[src/rtl/audio_pkg.sv]
// Shared types and constants for the audio playback scheduler.
package audio_pkg;

  typedef enum logic [2:0] {
    IDLE,
    REQ,
    WAIT_DATA,
    OUT_FIRST,
    OUT_SECOND
  } sched_state_t;

  localparam int DIV_MIN  = 1;
  localparam int SAMPLE_W = 16;
  localparam int WORD_W   = 32;

  localparam logic [22:0] END_ADDR_DEF = 23'h7FFFF;

endpackage

[src/rtl/sample_tick_gen.sv]
// Sample-rate tick from a signed divider; the count freezes (not clears) while en=0.
module sample_tick_gen
  import audio_pkg::*;
(
  input  logic               clk,
  input  logic               rst,
  input  logic               en,
  input  logic signed [31:0] div_clk_count,
  output logic               tick
);

  logic [31:0] r_cnt;
  logic [31:0] w_period;

  // Zero or negative dividers clamp to one tick per cycle.
  assign w_period = (div_clk_count < DIV_MIN) ? 32'(DIV_MIN) : div_clk_count;
  assign tick     = en && (r_cnt >= (w_period - 32'd1));

  always_ff @(posedge clk) begin
    if (rst) begin
      r_cnt <= '0;
    end else if (en) begin
      r_cnt <= tick ? '0 : r_cnt + 32'd1;
    end
  end

endmodule

[src/rtl/audio_sample_scheduler.sv]
// Fetches 32-bit flash words and plays them out as two 16-bit samples per word,
// one sample per tick, with pause, direction, restart and underrun handling.
module audio_sample_scheduler
  import audio_pkg::*;
#(
  parameter int                ADDR_W   = 23,
  parameter logic [ADDR_W-1:0] END_ADDR = ADDR_W'(END_ADDR_DEF)
) (
  input  logic                clk,
  input  logic                rst,
  input  logic signed [31:0]  div_clk_count,
  input  logic                play,
  input  logic                dir_fwd,
  input  logic                restart,
  output logic                flash_read,
  output logic [ADDR_W-1:0]   flash_addr,
  input  logic                flash_waitrequest,
  input  logic                flash_readdatavalid,
  input  logic [WORD_W-1:0]   flash_readdata,
  output logic [SAMPLE_W-1:0] audio_data,
  output logic                audio_valid,
  output logic                underrun
);

  sched_state_t        r_state;
  logic                r_flash_read;
  logic [ADDR_W-1:0]   r_flash_addr;
  logic [SAMPLE_W-1:0] r_audio_data;
  logic                r_audio_valid;
  logic                r_underrun;
  logic [WORD_W-1:0]   r_word;
  logic                r_hi_first;
  logic                r_restart_pending;

  logic              w_tick;
  logic              w_restart_now;
  logic              w_tick_rst;
  logic [ADDR_W-1:0] w_start_addr;
  logic [ADDR_W-1:0] w_next_addr;

  assign w_start_addr = dir_fwd ? '0 : END_ADDR;
  assign w_next_addr  = dir_fwd
                        ? ((r_flash_addr == END_ADDR) ? '0 : r_flash_addr + ADDR_W'(1))
                        : ((r_flash_addr == '0) ? END_ADDR : r_flash_addr - ADDR_W'(1));

  // A bus read is never aborted: restart during REQ/WAIT_DATA waits for the data beat.
  always_comb begin
    w_restart_now = 1'b0;
    case (r_state)
      IDLE, OUT_FIRST, OUT_SECOND: w_restart_now = restart;
      WAIT_DATA: w_restart_now = flash_readdatavalid && (restart || r_restart_pending);
      default:   w_restart_now = 1'b0;
    endcase
  end

  assign w_tick_rst = rst | w_restart_now;

  sample_tick_gen u_tick (
    .clk           (clk),
    .rst           (w_tick_rst),
    .en            (play),
    .div_clk_count (div_clk_count),
    .tick          (w_tick)
  );

  always_ff @(posedge clk) begin
    if (rst) begin
      r_state           <= IDLE;
      r_flash_read      <= 1'b0;
      r_flash_addr      <= '0;
      r_audio_data      <= '0;
      r_audio_valid     <= 1'b0;
      r_underrun        <= 1'b0;
      r_word            <= '0;
      r_hi_first        <= 1'b0;
      r_restart_pending <= 1'b0;
    end else begin
      r_audio_valid <= 1'b0;
      if (w_restart_now) begin
        r_flash_addr      <= w_start_addr;
        r_underrun        <= 1'b0;
        r_restart_pending <= 1'b0;
        r_flash_read      <= play;
        r_state           <= play ? REQ : IDLE;
      end else begin
        case (r_state)
          IDLE: begin
            if (play) begin
              r_flash_read <= 1'b1;
              r_state      <= REQ;
            end
          end
          REQ: begin
            if (restart) r_restart_pending <= 1'b1;
            if (w_tick)  r_underrun        <= 1'b1;
            if (!flash_waitrequest) begin
              r_flash_read <= 1'b0;
              r_state      <= WAIT_DATA;
            end
          end
          WAIT_DATA: begin
            if (restart) r_restart_pending <= 1'b1;
            if (w_tick)  r_underrun        <= 1'b1;
            if (flash_readdatavalid) begin
              r_word     <= flash_readdata;
              r_hi_first <= !dir_fwd;
              r_state    <= OUT_FIRST;
            end
          end
          OUT_FIRST: begin
            if (w_tick) begin
              r_audio_data  <= r_hi_first ? r_word[WORD_W-1:SAMPLE_W] : r_word[SAMPLE_W-1:0];
              r_audio_valid <= 1'b1;
              r_state       <= OUT_SECOND;
            end
          end
          OUT_SECOND: begin
            if (w_tick) begin
              r_audio_data  <= r_hi_first ? r_word[SAMPLE_W-1:0] : r_word[WORD_W-1:SAMPLE_W];
              r_audio_valid <= 1'b1;
              r_flash_addr  <= w_next_addr;
              r_flash_read  <= 1'b1;
              r_state       <= REQ;
            end
          end
          default: r_state <= IDLE;
        endcase
      end
    end
  end

  assign flash_read  = r_flash_read;
  assign flash_addr  = r_flash_addr;
  assign audio_data  = r_audio_data;
  assign audio_valid = r_audio_valid;
  assign underrun    = r_underrun;

endmodule

[config.mk]
export PLATFORM = sky130hd
export DESIGN_NAME = audio_sample_scheduler
export DESIGN_NICKNAME = d
export VERILOG_FILES = /design/src/rtl/audio_pkg.sv /design/src/rtl/sample_tick_gen.sv /design/src/rtl/audio_sample_scheduler.sv
export SDC_FILE = /design/constraint.sdc
export NUM_CORES = 1
export LEC_CHECK = 0
export ABC_AREA = 1
export BUFFER_PORTS_ARGS = -buffer_cell sky130_fd_sc_hd__buf_4
export CORE_MARGIN = 4
export CORE_UTILIZATION = 45
export CTS_CLUSTER_SIZE = 40
export DETAILED_ROUTE_END_ITERATION = 8
export PLACE_DENSITY = 0.65
export RECOVER_POWER = 25
export REMOVE_ABC_BUFFERS = 1
export SETUP_SLACK_MARGIN = 0.02
export SYNTH_ARGS = -nofsm -noshare
export SYNTH_HDL_FRONTEND = slang
export SYNTH_SLANG_ARGS = --single-unit
[constraint.sdc]
create_clock -name clk -period 11 [get_ports clk]
set_input_delay 1.65 -clock clk [delete_from_list [all_inputs] [get_ports clk]]
set_output_delay 1.65 -clock clk [all_outputs]
set_load 0.005 [all_outputs]
# ---- Word level (Yosys, flattened, before mapping)
# Index checks and enable logic that the tools add are counted.
# W data, S select, Z words.
dict set report classes {
  add_sub_neg 4
  order_cmp 2
  eq_ne 12
  mux 29
  n_bitwise 3
  n_reduce_logical 22
}
# op n
set ops {}
lappend ops {{$mux W23} 6}
lappend ops {{$mux W16} 4}
lappend ops {{$mux W32} 2}
lappend ops {{$add A32 B1 Y32 const B} 1}
lappend ops {{$ge A32 B32 Y1} 1}
lappend ops {{$lt A32 B2 Y1 const B} 1}
lappend ops {{$pmux W16 S2} 1}
lappend ops {{$sub A32 B1 Y32 const B} 1}
lappend ops {{$add A23 B1 Y23 const B} 1}
lappend ops {{$eq A23 B19 Y1 const B} 1}
lappend ops {{$logic_not A23 Y1} 1}
lappend ops {{$sub A23 B1 Y23 const B} 1}
lappend ops {{$mux W19} 1}
lappend ops {{$mux W3} 6}
lappend ops {{$pmux W3 S5} 1}
lappend ops {{$ne A3 B3 Y1 const B} 3}
lappend ops {{$reduce_and A4 Y1} 2}
lappend ops {{$eq A3 B2 Y1 const B} 2}
lappend ops {{$mux W1} 6}
lappend ops {{$ne A3 B2 Y1 const B} 2}
lappend ops {{$reduce_and A2 Y1} 3}
lappend ops {{$reduce_bool A2 Y1} 3}
lappend ops {{$reduce_or A2 Y1} 3}
lappend ops {{$reduce_or A3 Y1} 2}
lappend ops {{14 further kinds} 17}
dict set report totals {
  ff_bits 111
  in_bits 71
  output_inout_bits 42
  elab_cells 82
}

# ---- Depth between registers and ports, before layout
# Gate-level depths: netlist of the first run.
dict set report depth {
  word_depth 8
  ltp_mapped 30
  ltp_nobuf 30
}

# ---- By module
# A second synthesis of the first run with hierarchy kept.
dict set report unflattened {
  hier_cells 1278
  hier_area_um2 8211.6
}
# module n_inst cells_each area_each_um2 seq_area_each_um2
set modules_own_cells {}
lappend modules_own_cells {audio_sample_scheduler 1 747 4817.1 1581.5}
lappend modules_own_cells {sample_tick_gen 1 531 3394.5 640.6}

# ---- Worst setup path after synthesis of the first run
# Ideal clock, no wire load.
dict set report synth_timing {
  kind {in2reg}
  start {in div_clk_count[29]}
  end {reg r_audio_data[10] (netlist: audio_data[10])}
  setup_time_ns 0.116
  arrival_time_ns 5.442
  required_ns 10.884
  slack_ns 5.442
  stages 26
  path_buffers 1
  cell_sequence {nor4_1 -> nand4_1 -> nor4_1 -> ha_1 -> nor2_1 -> ha_1 -> nand3_4 -> nor2_4 -> nand3b_4 -> nor3b_4 -> nand2_2 -> nor2_2 -> nand2_1 -> xor2_1 -> inv_1 -> ha_1 -> nand2_1 -> nor2_1 -> nand2_1 -> a21oi_1 -> nor2_1 -> a21oi_1 -> nand2_1 -> buf_2 -> nor2_1 -> nor2_1}
}
dict set report synth_via {
  elab_chain_cells 7
  elab_cells_between_ends 8
  cone_classes {1 x add/sub; 2 x order compare; 2 x eq/ne; 1 x mux; 2 x reduce/logical}
}
# element line
set synth_lines {}
lappend synth_lines {{start, declared} audio_sample_scheduler.sv:11} ;# input logic signed [31:0] div_clk_count,
lappend synth_lines {{$lt A32 B2 Y1} sample_tick_gen.sv:16} ;# assign w_period = (div_clk_count < DIV_MIN) ? 32'(DIV_MIN) : div_clk_count;
lappend synth_lines {{$mux W32 *} sample_tick_gen.sv:16}
lappend synth_lines {{$sub A32 B1 Y32 *} sample_tick_gen.sv:17} ;# assign tick = en && (r_cnt >= (w_period - 32'd1));
lappend synth_lines {{$ge A32 B32 Y1 *} sample_tick_gen.sv:17}
lappend synth_lines {{$logic_and A1 B1 Y1 *} sample_tick_gen.sv:17}
lappend synth_lines {{$ne A2 B1 Y1 (no line)} -}
lappend synth_lines {{$reduce_and A4 Y1 (no line) *} -}
lappend synth_lines {{end signal, assigned} audio_sample_scheduler.sv:112} ;# r_audio_data <= r_hi_first ? r_word[WORD_W-1:SAMPLE_W] : r_word[SAMPLE_W-1:0];
lappend synth_lines {{end signal, assigned} audio_sample_scheduler.sv:119} ;# r_audio_data <= r_hi_first ? r_word[SAMPLE_W-1:0] : r_word[WORD_W-1:SAMPLE_W];
lappend synth_lines {{end, declared} audio_sample_scheduler.sv:28} ;# logic [SAMPLE_W-1:0] r_audio_data;
# Every way passes the cells marked *; elsewhere a longest branch is shown, timed or not.
# A chain may end at the register's enable or synchronous reset.

# ---- Worst setup path after layout of the first run
dict set report layout_timing {
  start {in div_clk_count[9]}
  end {reg u_tick.r_cnt[29]}
}
dict set report layout_via {
  elab_chain_cells 6
}
# element line
set layout_lines {}
lappend layout_lines {{$lt A32 B2 Y1} sample_tick_gen.sv:16}
lappend layout_lines {{$mux W32 *} sample_tick_gen.sv:16}
lappend layout_lines {{$sub A32 B1 Y32 *} sample_tick_gen.sv:17}
lappend layout_lines {{$ge A32 B32 Y1 *} sample_tick_gen.sv:17}
lappend layout_lines {{$logic_and A1 B1 Y1 *} sample_tick_gen.sv:17}
lappend layout_lines {{$mux W32 *} sample_tick_gen.sv:23} ;# r_cnt <= tick ? '0 : r_cnt + 32'd1;
lappend layout_lines {{end signal, assigned} sample_tick_gen.sv:23}
lappend layout_lines {{end, declared} sample_tick_gen.sv:12} ;# logic [31:0] r_cnt;
# Marked as above.

==> results of run 1 <==
final timing paths:
kind                                       start               end
worst min register to register         r_word[2]         r_word[2]
worst max register to register  u_tick.r_cnt[13]  u_tick.r_cnt[29]
worst min-delay path                   r_word[2]         r_word[2]
worst max-delay path            div_clk_count[9]  u_tick.r_cnt[29]
flip-flops by register name, indices dropped and copies added (netlist names):
name / flops
audio_data: 16
audio_valid: 1
flash_addr: 23
flash_read: 1
r_hi_first: 1
r_restart_pending: 1
r_state: 3
r_word: 32
u_tick.r_cnt: 32
underrun: 1
layout make-up:
type                       count  area (µm²)  area share, %
timing repair buffer         116         860           9.21
clock buffer                  10         229           2.45
clock inverter                 6        62.6          0.670
sequential                   111        2220           23.8
tap                          225         282           3.01
inverter                     122         460           4.93
multi-input combinational    984        5220           55.9
power breakdown:
group	total, mW	internal (mW)	leakage, nW	switching [mW]
Clock	0.335	0.161	0.143	0.174
Combinational	0.786	0.285	3.09	0.501
Sequential	0.527	0.451	0.899	0.0766
Total	1.65	0.897	4.13	0.751
cell usage after synthesis, drive strengths merged:
master  number  share of area, %
or2          2              0.15
nand3b       4              0.52
clkbuf      19              0.89
dfxtp      111                27
nor3        27               2.0
o21ai       90               5.5
nor3b        5              0.66
buf         30               2.0
o21a         3              0.28
o32ai        1              0.11
nor4        12              0.92
o41ai        1              0.11
a211oi       3              0.28
nor2       186               9.6
a21o         4              0.37
a22oi        2              0.18
o31ai        2              0.18
o22ai        2              0.15
inv        121               5.6
o211ai       1             0.092
o221ai       1              0.11
xor2        40               4.3
ha          38               5.8
nand2      316                15
xnor2       23               2.6
and2         1             0.077
a41oi        1              0.11
nand4       28               2.2
nand3      108               7.3
clkinv       1             0.046
a21oi       83               5.1
layer usage:
layer | vias up | part of all wire [%]
met5 | - | 0
met4 | 0 | 1.5
met3 | 24 | 3.8
met2 | 159 | 47
met1 | 3638 | 47
li1 | 4292 | -
worst max-delay path: cells and delay by family:
family	cells	cell delay [ns]
buffers and inverters	3	0.42
and+or+nand+nor	20	3.41
xor gates and xnor gates	1	0.13
adders and majority gates	3	0.91
AOI/OAI and AO/OA	1	0.12
kinds of logic (layout without fill, tap and decap cells):
group,count (synthesis),after routing,share of synthesized area (%)
compound gates,194,194,12.6
xor+xnor,63,63,6.87
fa+ha+maj,38,38,5.84
buf+inv,171,254,8.58
flops,111,111,27.3
simple gates,689,689,38.8
stage by stage:
step	hold slack [ns]	util [%]	total power, mW	cells	instance area, µm²
detailed placement	0.440	51.8	1.32	1558	9060
CTS	0.453	53.5	1.66	1574	9350
global placement	0.434	51.8	1.31	1558	9060
finish	0.451	53.4	1.65	1574	9340
floorplan	0.427	-	1.08	1217	7900
global route	0.476	53.4	1.80	1574	9340
==> summary.txt, run 1 <==
Clock tree
  – # hold bufs at CTS: 0
  – Clk pin slew, worst setup/hold paths: 0.07 ns
  – Clk_lat worst skew: 0.36 ns
  – Clock net sink count: approximately 110
  – Root Buffer Master: clkbuf_16
  – Post-CTS Setup Repair Bufs: 0
  – Resize count post-CTS: 0
  – CTS tree: yes
  – Cts bufs inserted: 9
  – CTS H-tree depth: 3
  – CTS max path bufs: 2

Global routing
  – Initial antenna violation count: 0
  – Met3 Usage GRT: 2.25%
  – Met2 Track Usage GR: 36.3%
  – Largest net degree at the start of global routing: 61
  – Total track usage: 21.3%
  – Met1 Usage GRT: 28.7%
  – Gr busiest metal: met2
  – First-pass GRT wire length: 36000 µm
  – Vias in the first global route: 7520
  – GRT Residual Overflow: 0

Logic synthesis
  – Synth Instances: 1266
  – Synthesized cell area: 8140 µm²
  – Warnings, synthesis: 0
  – Synth Area per Inst: 6.43 µm²
  – Sequential element share of the synthesized area: 27.3%
  – Flops & latches, synth: approximately 110
  – Post-synthesis cell type count: 50

Pwr
  – Max VDD drop: between 0.1 and 0.15 mV
  – Power Dens Cells: 176 nW/µm²
  – Pleak: 4.13 nW

Layout
  – Leading cell type in the layout, fill and taps excluded: nand2_1
  – Most frequent cells in the layout: nand2_1, nor2_1, inv_1
  – Area grow syn2layout: 14.8%
  – Nets: 1453
  – Layout cells sized above 1: 14.0%
  – # fillers: 1775
  – ANT cells: 0

Die
  – Num ports: between 100 and 150
  – Die area: 20300 µm²
  – Starting Density: 46.5%
  – Die X: between 100 and 150 µm
  – Core area: 17500 µm²
  – Site Rows: 48
  – Die Span Y: ~140 µm

Worst hold path
  – Min-delay worst type: reg -> reg
  – Hold depth: 2

Timing
  – Final setup TNS: 0 ns
  – # setup viols final: 0
  – Final Hold Viols: 0
  – Worst-Margin Slew: 1.12 ns
  – Final period utilization: 58.2%
  – Final Max Slew Viols: 0
  – Setup Skew: 0.0129 ns
  – Slew Limit Headroom: 25.4%
  – Fin crit period: 6.40 ns
  – F_max: 156 MHz
  – RSZ-0062 raised after global routing: false
  – Worst Slack Setup Final: 4.60 ns

Setup path
  – CP max stage cell: nand2_1
  – Crit path max fanout: 26
  – Cell repeated most along the worst path: nand2_1
  – WS Path Type: in -> reg
  – FF-to-FF path depth: 14
  – Startpoint types: input pin
  – Crit end category: flip-flop
  – Critical Path AT: between 6 and 7 ns
  – Critical path's largest stage delay: ~0.7 ns
  – Required time of the worst setup path: 11.25 ns
  – Flop-to-flop setup slack: 8.12 ns

Detailed routing
  – First-pass detailed-route iteration total: 5
  – DRT iter0 DRCs: 630
  – Routed WL: roughly 22000 µm
  – DR WL/cell: roughly 14 µm
  – DRC violations left: 0
  – Post-DR vias/cell: between 5 and 6
  – DR vias: 8113
  – Final ANT Viol Nets: 0

Placed design
  – Dpl ws: 4.11 ns
  – Routability Congestion: 0.931
  – Hpwl dp: 16300 µm
  – Port-buffer cells: 112

Job
  – Max-cap violations: 0

Outcome
  – Run status: finished clean
Note: power is estimated with default switching activity, not from simulation.
==> inputs of run 2 (changes only) <==
PLACE_DENSITY = 0.68   (was 0.65)
clock period = 5.2 ns   (was 11 ns; I/O delays follow)
==> run 2 against run 1 <==
Effect of this change:
- die area is the same
- combinational power grew 110%
- sequential share of layout area shrank 0.34 points
- sequential power grew 110%
- clock-buffer cell count shrank 1
- flip-flop and latch count is the same
- routed wire length grew 1.7%
- power grew 110%
- non-clock buffer count grew 8
- first-iteration DRC count shrank 21%
- design area grew 1.5%
==> summary.txt, run 2 (same netlist as run 1, synthesis figures left out) <==
Detailed routing
  – Max Used Layer: met4
  – Wire length on met3: 998 µm (+20%)
  – Routed WL: 22000 µm (+1.7%)
  – Final ANT Viol Nets: 0 (unchanged)
  – Met2 wire len: 10600 µm (+3.4%)
  – First-pass detailed-route iteration total: 5 (unchanged)
  – DR vias: 8313 (+2.5%)
  – M1 WL: 10000 µm (-2.0%)
  – DRT iter0 DRCs: 499 (-21%)
  – DR WL/cell: 13.9 µm (+1.2%)
  – DRC violations left: 0 (unchanged)
  – Post-DR vias/cell: 5.26 (+2.0%)

Setup path
  – WS Path Type: in -> reg
  – Buf/Inv on CP: 3 (unchanged)
  – Critical path's largest stage delay: 0.34 ns (-0.35 ns)
  – CP top delay family: simple AND/OR/NAND/NOR gates
  – Crit end category: flip-flop
  – CP max stage cell: ha_1
  – Required time of the worst setup path: 5.47 ns (-5.78 ns)
  – WP depth: 27 (-3.6%)
  – Startpoint types: input pin
  – FF-to-FF path depth: 10 (-4)
  – Crit path max fanout: 20 (-23%)
  – Cell repeated most along the worst path: nor2_4
  – Critical Path AT: 4.94 ns (-1.71 ns)

Placed design
  – DP Cell Count: 1566 (+0.51%)
  – Port-buffer cells: 112 (unchanged)
  – Routability Congestion: 0.950 (+2.1%)
  – Hpwl dp: 16700 µm (+2.4%)
  – Dpl cell area: 9140 µm² (+0.94%)

Layout
  – Layout cells sized above 1: 15.1% (+1.1 points)
  – Most frequent cells in the layout: nand2_1, nor2_1, inv_1
  – Finished Cell Area: 9470 µm² (+1.5%)
  – Leading cell type in the layout, fill and taps excluded: nand2_1
  – Nets: 1461 (+0.55%)
  – Post-route non-filler standard cell count: 1581 (+0.44%)
  – ANT cells: 0 (unchanged)
  – Area grow syn2layout: 16.5%
  – Core Util, Final: 54.2% (+0.78 points)

Die
  – Num ports: 113 (unchanged)
  – Site Rows: 48 (unchanged)
  – Core area: 17500 µm² (unchanged)
  – Die X: 142 µm (unchanged)
  – Die area: 20300 µm² (unchanged)
  – Starting Density: 46.5% (unchanged)
  – Die Span Y: 142 µm (unchanged)

Pwr
  – Pleak: 4.18 nW (+1.2%)
  – Power Dens Cells: 373 nW/µm² (+110%)
  – Pwr Total: 3.53 mW (+110%)
  – Max VDD drop: 0.255 mV (+120%)

Clock tree
  – CTS max path bufs: 2 (unchanged)
  – Clk_lat worst skew: 0.36 ns (about the same)
  – # hold bufs at CTS: 0 (unchanged)
  – Post-CTS Setup Repair Bufs: 0 (unchanged)
  – Resize count post-CTS: 0 (unchanged)
  – CTS tree: yes
  – CTS H-tree depth: 3 (unchanged)
  – Cts bufs inserted: 9 (unchanged)
  – Root Buffer Master: clkbuf_16
  – Clock net sink count: 111 (unchanged)
  – Clk pin slew, worst setup/hold paths: 0.08 ns (about the same)

Timing
  – Slew Limit Headroom: 19.8% (-5.6 points)
  – F_max: about 210 MHz
  – # setup viols final: 0 (unchanged)
  – Final Max Slew Viols: 0 (unchanged)
  – Setup Skew: 0.0102 ns (-0.00265 ns)
  – Final period utilization: 89.8%
  – Final Hold Viols: 0 (unchanged)
  – RSZ-0062 raised after global routing: false
  – Fin crit period: 4.67 ns
  – Worst-Margin Slew: 1.20 ns (+0.0843 ns)

Global routing
  – Vias in the first global route: 7866 (+4.6%)
  – Initial antenna violation count: 0 (unchanged)
  – Largest net degree at the start of global routing: 62 (+1.6%)
  – Total track usage: 21.7% (+0.41 points)
  – GRT Residual Overflow: 0 (unchanged)
  – First-pass GRT wire length: 36900 µm (+2.6%)

Worst hold path
  – Hold depth: 2 (unchanged)
  – Min-delay worst type: reg -> reg

Outcome
  – Run status: finished clean

Job
  – Max-cap violations: 0 (unchanged)
-- run 2: path summary, 6_finish.rpt --
check / from / slack (ns) / end
worst max-delay path: div_clk_count[29] / 0.53 / u_tick.r_cnt[13]
worst max register to register: r_state[2] / 2.08 / r_word[6]
worst min-delay path: r_word[8] / 0.45 / r_word[8]
worst min register to register: r_word[8] / 0.45 / r_word[8]
-- run 2: report_power, final --
| group | switching, mW | leakage [nW] | internal (mW) |
|---|---|---|---|
| combinational | 1.07 | 3.14 | 0.617 |
| clock | 0.348 | 0.143 | 0.381 |
| sequential | 0.165 | 0.899 | 0.954 |
| total | 1.58 | 4.18 | 1.95 |
-- run 2: final cells by class --
class	instances	area, µm²
clock buffers	9	225
clock inverters	6	81.3
fillers	1817	8000
inverters	122	460
multi-input cells	984	5260
flip-flops and latches	111	2220
well taps	225	282
repair buffers	124	948
-- run 2: stage by stage --
step	setup TNS (ns)	hold WS (ns)	setup WS, ns
3_5_place_dp	-1.40	0.439	-0.0803
4_1_cts	0	0.451	0.274
6_report	0	0.448	0.531
3_3_place_gp	0	0.435	0.180
5_1_grt	0	0.473	0.0430
2_1_floorplan	0	0.427	0.218
-- run 2: layer usage --
layer / track usage, % / vias up
li1: - / 4316
met3: 2.82 / 31
met5: 0 / -
met4: 6.00 / 0
met1: 28.0 / 3759
met2: 37.9 / 207
-- run 2: tightest hold or removal path, cell delays in order (launching register included) --
cell and delay, ns:
dfxtp_1 0.30, inv_1 0.05, a21oi_1 0.05
==> inputs of run 3 (changes only) <==
PLACE_DENSITY = 0.77   (was 0.68)
==> run 3 against run 2 <==
Effect of this change:
- clock power down 5.5%
- design area is essentially flat
- worst setup slack lost 0.035 ns
- global-route usage fell by 0.30 points
- clock-buffer cell count did not move
- worst hold slack better by 0.0085 ns
- sequential power is essentially flat
- critical path depth unchanged
- fmax is 0.75% lower
- die area unchanged
- routed wire length down 0.13%
==> summary.txt, run 3 (same netlist as run 1, synthesis figures left out) <==
Outcome
  – Run status: finished clean

Global routing
  – GRT Residual Overflow: 0 (unchanged)
  – Initial antenna violation count: 0 (unchanged)
  – Largest net degree at the start of global routing: 61 (-1.6%)
  – Vias in the first global route: 7889 (+0.29%)
  – First-pass GRT wire length: 36800 µm (-0.41%)
  – Total track usage: 21.4% (-0.30 points)

Die
  – Site Rows: 48 (unchanged)
  – Num ports: 113 (unchanged)
  – Starting Density: 46.5% (unchanged)
  – Core area: 17500 µm² (unchanged)
  – Die X: 142 µm (unchanged)
  – Die area: 20300 µm² (unchanged)
  – Die Span Y: 142 µm (unchanged)

Timing
  – Worst-Margin Slew: 1.14 ns (-0.0673 ns)
  – Setup Skew: 0.00979 ns (-0.000427 ns)
  – Final setup TNS: 0 ns (unchanged)
  – Final period utilization: 90.5% (+0.68 points)
  – Fin crit period: 4.70 ns (+0.0355 ns)
  – Final Max Slew Viols: 0 (unchanged)
  – RSZ-0062 raised after global routing: false
  – Final Hold Viols: 0 (unchanged)
  – F_max: 213 MHz (-0.75%)
  – Worst Slack Setup Final: 0.495 ns (-0.0355 ns)
  – # setup viols final: 0 (unchanged)
  – Slew Limit Headroom: 24.2% (+4.5 points)
  – WHS: 0.457 ns (+0.00853 ns)

Setup path
  – Crit end category: flip-flop
  – WS Path Type: in -> reg
  – Critical Path AT: 4.97 ns (+0.03 ns)
  – Required time of the worst setup path: 5.46 ns (about the same)
  – Crit path max fanout: 20 (unchanged)
  – Setup crit start: div_clk_count[29]
  – FF-to-FF Start: r_state[2]
  – Startpoint types: input pin

Pwr
  – Max VDD drop: 0.229 mV (-9.9%)
  – Power Dens Cells: 372 nW/µm² (-0.31%)
  – Pleak: 4.20 nW (+0.44%)

Placed design
  – Hpwl dp: 16700 µm (-0.25%)
  – Routability Congestion: 0.973 (+2.4%)
  – Port-buffer cells: 112 (unchanged)
  – Dpl ws: 0.0669 ns (+0.147 ns)

Clock tree
  – Clk pin slew, worst setup/hold paths: 0.08 ns (about the same)
  – Clock net sink count: 111 (unchanged)
  – CTS max path bufs: 2 (unchanged)
  – # hold bufs at CTS: 0 (unchanged)
  – Cts bufs inserted: 9 (unchanged)
  – Root Buffer Master: clkbuf_16
  – Clk_lat worst skew: 0.36 ns (about the same)
  – CTS H-tree depth: 3 (unchanged)
  – CTS tree: yes

Layout
  – Area grow syn2layout: 16.4% (about the same)
  – Leading cell type in the layout, fill and taps excluded: nand2_1
  – Layout cells sized above 1: 15.0% (-0.11 points)
  – ANT cells: 0 (unchanged)
  – Most frequent cells in the layout: nand2_1, nor2_1, inv_1
  – Nets: 1463 (+0.14%)

Worst hold path
  – Min-delay worst type: reg -> reg
  – Min-Delay Startpoint: r_word[9]

Detailed routing
  – DR WL/cell: 13.9 µm (-0.32%)
  – Final ANT Viol Nets: 0 (unchanged)
  – DR vias: 8395 (+0.99%)
  – First-pass detailed-route iteration total: 7 (+2)
  – Routed WL: 22000 µm (-0.13%)
  – Post-DR vias/cell: 5.30 (+0.80%)
  – DRC violations left: 0 (unchanged)
  – DRT iter0 DRCs: 572 (+15%)

Job
  – Max-cap violations: 0 (unchanged)
==> run 3: cell count changes in the layout (fill, tap and decap cells not counted), moves of 2 or more <==
cell	previous run	this run
clkinvlp_4	2	0
inv_6	1	3
nor4_1	8	12
nor4_2	4	0
==> run 3: final cells by class <==
cell class | instances | area, µm²
fillers | 1763 | 8010
multi-input cells | 984 | 5230
flip-flops and latches | 111 | 2220
repair buffers | 126 | 976
inverters | 122 | 460
well taps | 225 | 282
clock buffers | 9 | 225
clock inverters | 7 | 72.6
==> run 3: final timing paths <==
path	to	slack, ns	cells past startpoint
setup / recovery	u_tick.r_cnt[8]	0.50	27
hold / removal	r_word[9]	0.46	2
setup reg to reg	r_state[0]	2.57	13
hold reg to reg	r_word[9]	0.46	2
==> run 3: worst max-delay path, stage by stage <==
cell      delay (ns)
buf_4           0.12
nor4_1          0.29
nand4_1         0.13
nor4_1          0.27
ha_1            0.35
nor2_2          0.16
buf_4           0.15
nand3_4         0.09
nor2_4          0.13
nand3_4         0.09
nor2_4          0.13
nand2_2         0.10
nor2_4          0.16
nand2_4         0.10
nor2_4          0.11
nand2_2         0.07
xnor2_2         0.13
ha_1            0.29
a21oi_1         0.15
o21a_1          0.12
nand2_1         0.05
nor2_1          0.17
nand2_1         0.13
nand2_2         0.14
nand2_1         0.11
buf_4           0.22
a211oi_1        0.22
==> run 3: what timing repair did <==
item | 4_1_cts | 5_1_grt
gates resized for setup | 0 | 3
buffers inserted | 0 | 0
setup endpoints to repair | 0 | 37
==> run 3: metrics by stage <==
stage | power [mW] | area, µm² | utilization (%) | cells
4_1_cts | 3.52 | 9470 | 54.2 | 1584
3_5_place_dp | 2.84 | 9170 | 52.5 | 1568
2_1_floorplan | 2.28 | 7900 | - | 1217
5_1_grt | 3.82 | 9470 | 54.2 | 1584
6_report | 3.52 | 9470 | 54.2 | 1584
3_3_place_gp | 2.81 | 9170 | 52.5 | 1568
==> run 3: power by group <==
group | total, mW | switching (mW) | internal [mW] | leakage (nW)
combinational | 1.71 | 1.09 | 0.627 | 3.15
clock | 0.689 | 0.350 | 0.339 | 0.146
sequential | 1.12 | 0.162 | 0.954 | 0.899
total | 3.52 | 1.60 | 1.92 | 4.20
==> run 3: routing by layer <==
layer | part of all wire (%) | track usage, % | vias to the layer above | wire length [µm]
met5 | 0 | 0 | - | 0
li1 | - | - | 4309 | -
met1 | 44 | 27.2 | 3781 | 9690
met4 | 2.9 | 8.45 | 0 | 631
met2 | 48 | 37.3 | 256 | 10500
met3 | 5.3 | 2.02 | 49 | 1160
